## config.mk

```make
export PLATFORM = sky130hd
export DESIGN_NAME = truth_table_sweeper
export DESIGN_NICKNAME = d
export VERILOG_FILES = /design/src/rtl/tts_pkg.sv /design/src/rtl/tts_vec_gen.sv /design/src/rtl/truth_table_sweeper.sv
export SDC_FILE = /design/constraint.sdc
export NUM_CORES = 1
export LEC_CHECK = 0
export BUFFER_PORTS_ARGS = -buffer_cell sky130_fd_sc_hd__buf_4
export CAP_MARGIN = 5
export CORE_ASPECT_RATIO = 0.6
export CORE_MARGIN = 8
export CORE_UTILIZATION = 58
export CTS_CLUSTER_SIZE = 16
export DETAILED_ROUTE_END_ITERATION = 7
export PLACE_DENSITY = 0.84
export SETUP_SLACK_MARGIN = 0.15
export SLEW_MARGIN = 40
export SYNTH_ARGS = -nofsm -noshare
export SYNTH_HDL_FRONTEND = slang
export SYNTH_SLANG_ARGS = --single-unit
```

## constraint.sdc

```tcl
create_clock -name clk -period 6.2 [get_ports clk]
set_input_delay 0.62 -clock clk [delete_from_list [all_inputs] [get_ports clk]]
set_output_delay 0.62 -clock clk [all_outputs]
set_load 0.005 [all_outputs]
```

## src/rtl/tts_pkg.sv

```systemverilog
`default_nettype none
// ============================================================================
// Module      : tts_pkg
// Description : Shared state encoding and vector mapping helper for the
//               truth-table sweeper.
// Revision    : 1.0 - initial release
// ============================================================================
package tts_pkg;

    typedef enum logic [1:0] {
        IDLE  = 2'd0,
        APPLY = 2'd1,
        CHECK = 2'd2,
        DONE  = 2'd3
    } state_t;

    localparam int C_MAX_N_IN = 12;

    // Reflected Gray code of the low 'width' bits of value.
    function automatic logic [C_MAX_N_IN-1:0] bin2gray(
        input logic [C_MAX_N_IN-1:0] value,
        input int                    width
    );
        logic [C_MAX_N_IN-1:0] keep;
        keep = C_MAX_N_IN'((1 << width) - 1);
        return (value ^ (value >> 1)) & keep;
    endfunction

endpackage : tts_pkg
`default_nettype wire

```

## src/rtl/tts_vec_gen.sv

```systemverilog
`default_nettype none
// ============================================================================
// Module      : tts_vec_gen
// Description : Vector index counter, settle-wait counter and binary/Gray
//               mapping for the truth-table sweeper.
// Revision    : 1.0 - initial release
// ============================================================================
module tts_vec_gen
    import tts_pkg::*;
#(
    parameter int N_IN   = 4,
    parameter int SETTLE = 1,
    parameter int GRAY   = 0
) (
    input  logic            clk,
    input  logic            rst,
    input  logic            i_load,
    input  logic            i_step,
    input  logic            i_count_en,
    output logic [N_IN-1:0] o_vec,
    output logic            o_settle_done,
    output logic            o_last
);

    logic [N_IN-1:0] r_idx;
    logic [3:0]      r_wait;

    always_ff @(posedge clk) begin
        if (rst) begin
            r_idx  <= '0;
            r_wait <= '0;
        end else if (i_load) begin
            r_idx  <= '0;
            r_wait <= 4'(SETTLE);
        end else if (i_step) begin
            r_idx  <= r_idx + 1'b1;
            r_wait <= 4'(SETTLE);
        end else if (i_count_en && (r_wait != 4'd0)) begin
            r_wait <= r_wait - 4'd1;
        end
    end

    // High on the last APPLY cycle: the counter is about to reach zero.
    assign o_settle_done = (r_wait <= 4'd1);
    assign o_last        = &r_idx;

    generate
        if (GRAY != 0) begin : g_gray
            assign o_vec = N_IN'(bin2gray(C_MAX_N_IN'(r_idx), N_IN));
        end else begin : g_binary
            assign o_vec = r_idx;
        end
    endgenerate

endmodule : tts_vec_gen
`default_nettype wire

```

## src/rtl/truth_table_sweeper.sv

```systemverilog
`default_nettype none
// ============================================================================
// Module      : truth_table_sweeper
// Description : Exhaustive reference-vs-minimized function checker with
//               don't-care masking and first-mismatch capture.
// Revision    : 1.0 - initial release
// ============================================================================
module truth_table_sweeper
    import tts_pkg::*;
#(
    parameter int N_IN   = 4,
    parameter int SETTLE = 1,
    parameter int GRAY   = 0
) (
    input  logic                 clk,
    input  logic                 rst,
    input  logic                 start,
    input  logic [2**N_IN-1:0]   dc_mask,
    input  logic                 f_ref,
    input  logic                 f_dut,
    output logic [N_IN-1:0]      vec_out,
    output logic                 busy,
    output logic                 done,
    output logic                 pass,
    output logic [N_IN:0]        err_count,
    output logic                 err_valid,
    output logic [N_IN-1:0]      first_err
);

    localparam int NVEC = 2**N_IN;

    state_t            r_state;
    state_t            w_state_next;
    logic [NVEC-1:0]   r_mask;
    logic              r_busy;
    logic              r_done;
    logic              r_pass;
    logic [N_IN:0]     r_err_count;
    logic              r_err_valid;
    logic [N_IN-1:0]   r_first_err;

    logic              w_load;
    logic              w_step;
    logic              w_count_en;
    logic              w_sample;
    logic              w_mismatch;
    logic [N_IN:0]     w_err_next;
    logic [N_IN-1:0]   w_vec;
    logic              w_settle_done;
    logic              w_last;

    tts_vec_gen #(
        .N_IN   (N_IN),
        .SETTLE (SETTLE),
        .GRAY   (GRAY)
    ) u_vec_gen (
        .clk           (clk),
        .rst           (rst),
        .i_load        (w_load),
        .i_step        (w_step),
        .i_count_en    (w_count_en),
        .o_vec         (w_vec),
        .o_settle_done (w_settle_done),
        .o_last        (w_last)
    );

    always_comb begin
        w_state_next = r_state;
        w_load       = 1'b0;
        w_step       = 1'b0;
        w_count_en   = 1'b0;
        w_sample     = 1'b0;
        case (r_state)
            IDLE, DONE: begin
                if (start) begin
                    w_load       = 1'b1;
                    w_state_next = (SETTLE == 0) ? CHECK : APPLY;
                end
            end
            APPLY: begin
                w_count_en = 1'b1;
                if (w_settle_done) begin
                    w_state_next = CHECK;
                end
            end
            CHECK: begin
                w_sample = 1'b1;
                if (w_last) begin
                    w_state_next = DONE;
                end else begin
                    w_step       = 1'b1;
                    w_state_next = (SETTLE == 0) ? CHECK : APPLY;
                end
            end
            default: w_state_next = IDLE;
        endcase
    end

    // The mask is addressed by the applied vector, not by the sweep index.
    assign w_mismatch = w_sample && (f_ref != f_dut) && !r_mask[w_vec];
    assign w_err_next = r_err_count + {{N_IN{1'b0}}, w_mismatch};

    always_ff @(posedge clk) begin
        if (rst) begin
            r_state     <= IDLE;
            r_mask      <= '0;
            r_busy      <= 1'b0;
            r_done      <= 1'b0;
            r_pass      <= 1'b0;
            r_err_count <= '0;
            r_err_valid <= 1'b0;
            r_first_err <= '0;
        end else begin
            r_state <= w_state_next;
            if (w_load) begin
                r_mask      <= dc_mask;
                r_busy      <= 1'b1;
                r_done      <= 1'b0;
                r_pass      <= 1'b0;
                r_err_count <= '0;
                r_err_valid <= 1'b0;
                r_first_err <= '0;
            end else if (w_sample) begin
                r_err_count <= w_err_next;
                if (w_mismatch && !r_err_valid) begin
                    r_err_valid <= 1'b1;
                    r_first_err <= w_vec;
                end
                if (w_last) begin
                    r_busy <= 1'b0;
                    r_done <= 1'b1;
                    r_pass <= (w_err_next == '0);
                end
            end
        end
    end

    assign vec_out   = w_vec;
    assign busy      = r_busy;
    assign done      = r_done;
    assign pass      = r_pass;
    assign err_count = r_err_count;
    assign err_valid = r_err_valid;
    assign first_err = r_first_err;

endmodule : truth_table_sweeper
`default_nettype wire

```

==> impl_metrics.py, run 1 <==
metrics = {
    "status": {
        "outcome": "finished, final reports clean",
    },
    "sta": {
        "drv_slew": 0,
        "setup_viol": 0,
        "finalCritPeriodShare_pct": 49.8,
        "holdWs_ns": 0.456,
        "setup_tns_ns": 0,
        "slew_headroom_pct": 55.0,
        "max_freq_mhz": 324,
        "layout_min_cycle_time_ns": 3.09,
        "grt_setup_unrepaired": "false",
        "fin_skew_ns": 0.00621,
        "finalHoldViolCount": 0,
        "tightestPinTransition_ns": 0.674,
    },
    "setup_path": {
        "path_class": "reg2reg",
        "critical-path-max-stage-delay_ns": 0.76,
        "end_kind": "flip-flop",
        "rrSetupSlack_ns": 3.11,
        "ff2ff_path_depth": 10,
        "cp_cell_sequence": "mux2_1, mux4_2, a211oi_1, ha_1, ha_1, nor2b_1, a21oi_1, o21ai_0, nand3_1, a21oi_1",
        "critical_path_peak_fanout": 18,
        "start_kind": "flip-flop",
        "cp_data_required_time_ns": 6.42,
        "arrival_ns": 3.31,
        "cp_slowest_cell": "dfxtp_1",
        "reg2reg_from": "u_vec_gen.o_vec[2]",
        "r2r_end": "pass",
    },
    "synth": {
        "synth_area_sq_um": 1850,
        "ys.flop_type": "dfxtp_1",
        "ys_seq_area_share_pct": 42.2,
        "synth_compound_area_share_pct": 10.6,
        "synthDistinctLibCells": 36,
        "synth_top_cells_by_area": "dfxtp_1 42%, nand2_1 9.3%, ha_1 6.1%, a21oi_1 6.0%, nor2_1 3.9%",
        "synth_top_area_share_pct": 42.2,
        "synth_seq_cells": 39,
        "yosysTopAreaCell": "dfxtp_1",
        "yosysMostFrequentCell": "nand2_1",
        "async_flop_share_pct": 0,
        "synth_cells": 216,
        "synth_edf_count": 0,
        "synth_fa_ha_area_share_pct": 6.09,
        "yosys.area_share.simple_pct": 23.1,
        "synth.avg_cell_area_sq_um": 8.56,
        "syn_nets": 246,
        "synthTopCellsByCount": "46 x nand2_1, 39 x dfxtp_1, 22 x a21oi_1",
        "muxShareOfSynthArea_pct": 9.88,
        "synthXorXnorAreaFrac_pct": 4.26,
        "synth_top_family_by_area": "simple AND/OR/NAND/NOR gates",
        "ys_warn_count": 0,
    },
    "clocking": {
        "numCtsBuffers": 5,
        "clk_transition_reported_paths_ns": 0.08,
        "clockRootBuffer": "clkbuf_8",
        "htreeDepth": 2,
        "cts_num_sinks": 39,
        "cts_tree": "done",
        "cts_buffer_depth": 2,
        "cts_hold_buf": 0,
        "post_cts_buffers": 0,
        "post_cts_resized": 0,
        "worstSkewPairLatency_ns": 0.30,
    },
    "finish": {
        "synthToLayoutAreaGrowth_pct": 22.7,
        "antenna_cells": 0,
        "drive_gt1_share_pct": 21.6,
        "fin_util_pct": 72.2,
        "nets": 279,
        "fillers": 262,
    },
    "job": {
        "cap_violations": 0,
    },
    "routing": {
        "avgViaCountPerCell": 5.29,
        "firstDrtPassIters": 4,
        "drc": 0,
        "drtIter0Drc": 88,
        "num_vias": 1561,
        "wl_per_cell_microns": 13.3,
        "antenna_left": 0,
        "drt-total-wl_mm": 3.94,
    },
    "die": {
        "die_h_microns": 59.7,
        "io_pins": 38,
        "row_count": 16,
        "core_sq_um": 3140,
        "start_util_pct": 58.8,
        "die_x_microns": 88.9,
        "dieArea_sq_um": 5310,
    },
    "pwr": {
        "peakVddDrop_mv": 0.186,
        "clkPwrFrac_pct": 36.9,
        "power_frac_seq_pct": 42.8,
        "powerDensity_nw_per_um2": 301,
        "power_frac_comb_pct": 20.3,
        "power.internal_uw": 495,
        "power_switching_uw": 188,
        "switching_share_pct": 27.5,
        "p_leak_uw": 0.000953,
    },
    "placement": {
        "port_buffers": 37,
        "hpwl_mm": 2.98,
        "place.gp.congestion": 0.843,
    },
    "hold_path": {
        "holdPathEnd": "r_mask[2]",
        "min_path_type": "reg2reg",
        "min-delay-start": "r_mask[2]",
        "hold_depth": 2,
    },
    "global_route": {
        "overflow": 0,
        "grt_pass1_vias": 1492,
        "grt_pass1_wl_mm": 6.82,
        "antenna_found_initial": 0,
        "track_usage_pct": 16.5,
        "grt_max_degree": 23,
    },
}
[registers in the layout (all words and copies together), names as in the netlist]
signal and flops:
r_mask 16, err_count 5, first_err 4, u_vec_gen.o_vec 4, u_vec_gen.r_wait 4, r_state 2, busy 1, done 1
err_valid 1, pass 1
[through the flow]
step                      worst slack [ns]  std cells  cell area, sq um  total power, uW
after floorplan                       3.64        216              1850              398
after global placement                3.26        287              2130              432
after detailed placement              3.15        287              2130              436
after CTS                             3.11        295              2270              687
after global routing                  2.73        295              2270              721
final                                 3.11        295              2270              683
[per-layer routing]
layer / up-vias / global-route usage, % / part of all wire [%]
met2: 39 / 25.7 / 43
met3: 5 / 5.21 / 7.5
met4: 0 / 6.44 / 0.66
met5: - / 0 / 0
met1: 718 / 20.7 / 49
li1: 799 / - / -
[placed cells by master, fill, tap and decap left out, drive strengths merged, types with 2 or more instances in the layout]
cell type	netlist	layout
xnor2	2	2
inv	6	6
o31ai	2	2
buf	2	37
dfxtp	39	39
ha	9	9
nand4	4	4
nor3	4	4
nand2	47	47
bufinv	0	2
clkbuf	9	5
mux2i	7	7
nand3	3	3
and3	3	3
nand2b	5	5
mux2	7	7
a211oi	2	2
and4b	3	3
nor2b	2	2
a21oi	22	22
nor2	19	19
xor2	7	7
o21ai	2	2
[worst max-delay path by stage]
stage                                   from    to  slack [ns]  depth (start not counted)
final                     u_vec_gen.o_vec[2]  pass        3.11                         10
after floorplan           u_vec_gen.o_vec[2]  pass        3.64                         11
after detailed placement  u_vec_gen.o_vec[2]  pass        3.15                         10
after global routing      u_vec_gen.o_vec[2]  pass        2.73                         11
after CTS                 u_vec_gen.o_vec[2]  pass        3.11                         10
after global placement    u_vec_gen.o_vec[2]  pass        3.26                         10
[critical path, delay by kind of cell, from the launching register on]
family,cells,cell delay (ns)
DFF,1,0.76
muxes,2,0.83
and+or+nand+nor,2,0.24
adders and majority gates,2,0.49
AOI/OAI and AO/OA,4,0.69
[cells by family (layout without fill, tap and decap cells)]
kind of cell / Yosys count / in the layout
muxes: 15 / 15
buffers and inverters: 17 / 51
AOI/OAI and AO/OA: 34 / 34
DFF: 39 / 39
and+or+nand+nor: 93 / 93
adders and majority gates: 9 / 9
xor gates and xnor gates: 9 / 9
[area by class of cell]
cell class | count | area, sq um | area share, %
Inverter | 6 | 22.5 | 0.992
Clock inverter | 3 | 67.6 | 2.98
Sequential cell | 39 | 781 | 34.4
Tap cell | 45 | 56.3 | 2.48
Timing Repair Buffer | 37 | 278 | 12.2
Multi-Input combinational cell | 160 | 996 | 43.9
Clock buffer | 5 | 68.8 | 3.03
[power groups by stage]
| stage | Combinational, uW | Sequential, uW | Clock (uW) |
|---|---|---|---|
| 2_1_floorplan | 105 | 293 | 0 |
| 3_3_place_gp | 135 | 298 | 0 |
| 3_5_place_dp | 139 | 298 | 0 |
| 4_1_cts | 140 | 292 | 255 |
| 5_1_grt | 160 | 296 | 265 |
| 6_report | 139 | 292 | 252 |
Note: power is estimated with default switching activity, not from simulation.
==> inputs of run 2 (changes only) <==
- CORE_UTILIZATION: 58 -> 54
- PLACE_DENSITY: 0.84 -> 0.79
- clock period: 6.2 -> 3.18 ns (I/O delays scaled with it)
==> run 2 against run 1 <==
Maximum frequency rose by 13%; non-clock buffer count increased by 1; die area grew 5.7%; clock skew grew 0.00070 ns; cell count stayed put.
==> impl_metrics.py, run 2 (synthesis gave the netlist of run 1 again) <==
metrics = {
    "status": {
        "outcome": "finished, final reports clean",
    },
    "die": {
        "row_count": 16,
        "io_pins": 38,
        "start_util_pct": 56.7,
        "die_h_microns": 61.3,
        "die_x_microns": 91.6,
        "dieArea_sq_um": 5610,
        "core_sq_um": 3260,
    },
    "finish": {
        "fin_cells": 295,
        "largest_register_ffs": 16,
        "fillers": 290,
        "mostFrequentLayoutCell": "nand2_1",
        "drive_gt1_share_pct": 22.0,
        "final_cell_mix": "46 x nand2_1, 38 x dfxtp_1, 38 x buf_4",
        "regMostFlops": "r_mask",
        "nets": 280,
        "synthToLayoutAreaGrowth_pct": 20.6,
        "antenna_cells": 0,
    },
    "routing": {
        "drc": 0,
        "num_vias": 1547,
        "drtIter0Drc": 100,
        "drt-total-wl_mm": 4.06,
        "antenna_left": 0,
        "wl_per_cell_microns": 13.8,
        "firstDrtPassIters": 4,
        "avgViaCountPerCell": 5.24,
    },
    "placement": {
        "place.gp.congestion": 0.838,
        "port_buffers": 37,
        "hpwl_mm": 3.11,
        "dp_cells": 288,
        "preCtsSetupSlack_ns": 0.254,
    },
    "sta": {
        "setup_viol": 0,
        "max_freq_mhz": 367,
        "slew_headroom_pct": 59.5,
        "setup_tns_ns": 0,
        "layout_min_cycle_time_ns": 2.73,
        "grt_setup_unrepaired": "false",
        "fin_skew_ns": 0.00691,
        "layout_setup_ws_ns": 0.452,
        "finalHoldViolCount": 0,
        "tightestPinTransition_ns": 0.606,
        "drv_slew": 0,
        "finalCritPeriodShare_pct": 85.8,
    },
    "global_route": {
        "grt_pass1_wl_mm": 6.65,
        "overflow": 0,
        "track_usage_pct": 15.0,
        "antenna_found_initial": 0,
        "grt_pass1_vias": 1453,
        "grt_max_degree": 23,
    },
    "clocking": {
        "post_cts_buffers": 0,
        "numCtsBuffers": 5,
        "clk_transition_reported_paths_ns": 0.07,
        "worstSkewPairLatency_ns": 0.29,
        "cts_num_sinks": 39,
        "clockRootBuffer": "clkbuf_8",
        "cts_hold_buf": 0,
        "htreeDepth": 2,
        "cts_buffer_depth": 2,
        "cts_tree": "done",
    },
    "setup_path": {
        "end_kind": "flip-flop",
        "cp_data_required_time_ns": 3.40,
        "start_kind": "flip-flop",
        "arrival_ns": 2.95,
        "critical_path_peak_fanout": 11,
        "path_class": "reg2reg",
    },
    "pwr": {
        "p_leak_uw": 0.000941,
        "peakVddDrop_mv": 0.301,
        "powerDensity_nw_per_um2": 525,
    },
    "job": {
        "cap_violations": 0,
    },
    "hold_path": {
        "min_path_type": "in2reg",
    },
}
## run 2: cell count changes in the layout (fill, tap and decap cells not counted), sizes merged
cell / before / now
bufinv: 2 / 0
buf: 37 / 38
clkinv: 0 / 1
clkinvlp: 1 / 0
clkbuf: 5 / 6
## run 2: where the power goes
part           switching, uW  total (uW)  internal (uW)
sequential              35.3         571            536
combinational            154         271            117
clock                    160         330            170
total                    349        1170            823
## run 2: cell type report
class,count,area [sq um],area share (%)
clock inverter,1,5.00,0.224
timing repair buffer,38,285,12.8
tap,45,56.3,2.52
sequential,39,782,35.1
clock buffer,6,82.6,3.70
multi-input combinational,160,997,44.7
inverter,6,22.5,1.01
## run 2: what timing repair did
action,4_1_cts,5_1_grt
endpoints found under the hold margin,0,0
resized for setup,0,2
setup endpoints to repair,0,2
## run 2: metal layers
metal / GRT usage (%) / part of all wire (%)
met5: 0 / 0
met4: 6.00 / 0.98
met3: 6.45 / 9.0
met2: 23.5 / 44
met1: 17.9 / 46
## run 2: critical path: stages (launching register included)
cell	delay, ns
dfxtp_2	0.45
buf_4	0.22
nor2b_1	0.06
a2111oi_1	0.44
nor4_1	0.11
a211oi_1	0.31
ha_1	0.25
ha_1	0.24
nor2b_1	0.15
a21oi_1	0.07
o21ai_0	0.15
nand3_1	0.09
a21oi_1	0.12
## run 2: through the flow
stage	area (sq um)	util (%)	total power (uW)	hold WS, ns
2_1_floorplan	1850	-	777	0.432
5_1_grt	2230	68.4	1240	0.275
4_1_cts	2230	68.3	1180	0.265
3_5_place_dp	2140	65.6	850	0.448
3_3_place_gp	2140	65.6	844	0.442
6_report	2230	68.4	1170	0.277
## run 2: path summary, 6_finish.rpt
| check | start | end | slack (ns) | depth (start not counted) |
|---|---|---|---|---|
| setup / recovery | u_vec_gen.o_vec[2] | pass | 0.45 | 12 |
| hold / removal | dc_mask[0] | r_mask[0] | 0.28 | 3 |
| setup reg to reg | u_vec_gen.o_vec[2] | pass | 0.45 | 12 |
| hold reg to reg | r_mask[14] | r_mask[14] | 0.46 | 2 |
==> inputs of run 3 (changes only) <==
- REMOVE_ABC_BUFFERS: unset -> 1
==> run 3 against run 2 <==
First-iteration DRC count grew 2.0%; worst hold slack worse by 0.0053 ns; routed wire length fell by 3.2%; combinational power about the same; design area rose by 1.7%; clock-buffer cell count unchanged; maximum frequency grew 0.17%; critical path depth down 2; worst setup slack better by 0.0046 ns; sequential power is essentially flat; critical endpoint unchanged.
==> impl_metrics.py, run 3 (synthesis gave the netlist of run 1 again) <==
metrics = {
    "clocking": {
        "cts_num_sinks": 39,
        "cts_buffer_depth": 2,
        "clk_transition_reported_paths_ns": 0.08,
        "numCtsBuffers": 5,
        "clockRootBuffer": "clkbuf_8",
        "htreeDepth": 2,
        "post_cts_buffers": 0,
        "cts_tree": "done",
        "cts_hold_buf": 0,
        "worstSkewPairLatency_ns": 0.29,
    },
    "finish": {
        "regMostFlops": "r_mask",
        "fillers": 271,
        "mostFrequentLayoutCell": "nand2_1",
        "ff_latch_area_sq_um": 785,
        "antenna_cells": 0,
        "synthToLayoutAreaGrowth_pct": 22.7,
        "drive_gt1_share_pct": 22.6,
        "fin_cells": 297,
        "largest_register_ffs": 16,
        "nets": 281,
        "postLayoutCellArea_sq_um": 2270,
        "final_cell_mix": "46 x nand2_1, 39 x buf_4, 38 x dfxtp_1",
        "multi_input_area_sq_um": 996,
    },
    "pwr": {
        "power.internal_uw": 910,
        "power_frac_comb_pct": 21.6,
        "p_leak_uw": 0.000961,
        "switching_share_pct": 28.2,
        "peakVddDrop_mv": 0.379,
        "powerDensity_nw_per_um2": 558,
        "power_switching_uw": 357,
        "power_frac_seq_pct": 45.0,
        "power_uw": 1270,
        "clkPwrFrac_pct": 33.4,
    },
    "setup_path": {
        "ff2ff_path_depth": 10,
        "critical-path-max-stage-delay_ns": 0.47,
        "crit_family": "multiplexers",
        "crit_buf_inv": 0,
        "r2r_end": "pass",
        "rrSetupSlack_ns": 0.46,
        "arrival_ns": 2.94,
        "cp_cell_sequence": "mux2_1, mux4_2, a211oi_1, ha_1, ha_1, nor2b_1, a21oi_1, o21ai_0, nand3_1, a21oi_1",
        "cp_data_required_time_ns": 3.40,
        "crit_path_end": "pass",
        "startpoint": "u_vec_gen.o_vec[2]",
        "path_depth": 10,
        "end_kind": "flip-flop",
        "cp_slowest_cell": "mux4_2",
        "path_class": "reg2reg",
        "reg2reg_from": "u_vec_gen.o_vec[2]",
        "start_kind": "flip-flop",
        "critical_path_peak_fanout": 11,
    },
    "routing": {
        "wl_per_cell_microns": 13.2,
        "avgViaCountPerCell": 5.10,
        "antenna_left": 0,
        "drc": 0,
        "num_vias": 1516,
        "firstDrtPassIters": 4,
        "drt-total-wl_mm": 3.93,
        "drtIter0Drc": 102,
    },
    "die": {
        "dieArea_sq_um": 5610,
        "start_util_pct": 56.7,
        "io_pins": 38,
        "core_sq_um": 3260,
        "die_h_microns": 61.3,
        "row_count": 16,
        "die_x_microns": 91.6,
    },
    "placement": {
        "hpwl_mm": 2.87,
        "dp_cells": 289,
        "port_buffers": 37,
        "postPlaceCellArea_sq_um": 2150,
        "place.gp.congestion": 0.813,
    },
    "sta": {
        "slew_headroom_pct": 59.7,
        "max_freq_mhz": 367,
        "holdWs_ns": 0.271,
        "layout_min_cycle_time_ns": 2.72,
        "finalHoldViolCount": 0,
        "drv_slew": 0,
        "tightestPinTransition_ns": 0.603,
        "setup_tns_ns": 0,
        "finalCritPeriodShare_pct": 85.6,
        "grt_setup_unrepaired": "false",
        "setup_viol": 0,
        "fin_skew_ns": 0.00777,
    },
    "global_route": {
        "grt_pass1_wl_mm": 6.58,
        "grt_max_degree": 23,
        "overflow": 0,
        "grt_pass1_vias": 1447,
        "antenna_found_initial": 0,
        "track_usage_pct": 14.6,
    },
    "status": {
        "outcome": "finished, final reports clean",
    },
    "job": {
        "cap_violations": 0,
    },
    "hold_path": {
        "min_path_type": "in2reg",
    },
}
==> run 3: power groups by stage <==
stage          registers, uW  clock network, uW  logic (uW)
3_3_place_gp             581                  0         269
2_1_floorplan            572                  0         195
3_5_place_dp             582                  0         271
4_1_cts                  571                432         275
6_report                 570                423         274
5_1_grt                  577                455         315
==> run 3: metrics by stage <==
step,worst slack [ns],util (%)
floorplan,0.394,-
global route,0.208,69.6
global placement,0.321,65.8
CTS,0.229,69.4
finish,0.457,69.6
detailed placement,0.250,65.8
==> run 3: worst min-delay path, cell delays in order <==
cell     delay [ns]
buf_4          0.11
nand2_1        0.04
a21oi_1        0.05
==> run 3: how the worst min path moves through the flow <==
| stage | start | end | slack (ns) | depth (start not counted) |
|---|---|---|---|---|
| floorplan | rst | r_mask[0] | 0.39 | 1 |
| global placement | r_mask[6] | r_mask[6] | 0.45 | 2 |
| detailed placement | r_mask[3] | r_mask[3] | 0.45 | 2 |
| CTS | dc_mask[12] | r_mask[12] | 0.26 | 3 |
| global route | dc_mask[9] | r_mask[9] | 0.27 | 3 |
| finish | dc_mask[12] | r_mask[12] | 0.27 | 3 |
==> run 3: metal layers <==
layer	wire length (microns)	GRT usage, %
met1	2020	18.3
met2	1670	23.1
met3	223	4.74
met4	19	5.08
met5	0	0
==> run 3: timing repair <==
item	CTS	global route
endpoints found under the hold margin	0	0
setup endpoints to repair	0	1
resized for setup	0	2
==> run 3: final cells by class <==
cell class | instances | area share [%]
Sequential cell | 39 | 34.6
Inverter | 6 | 0.992
Clock inverter | 2 | 1.54
Clock buffer | 6 | 3.64
Timing Repair Buffer | 39 | 12.9
Tap cell | 45 | 2.48
Multi-Input combinational cell | 160 | 43.9
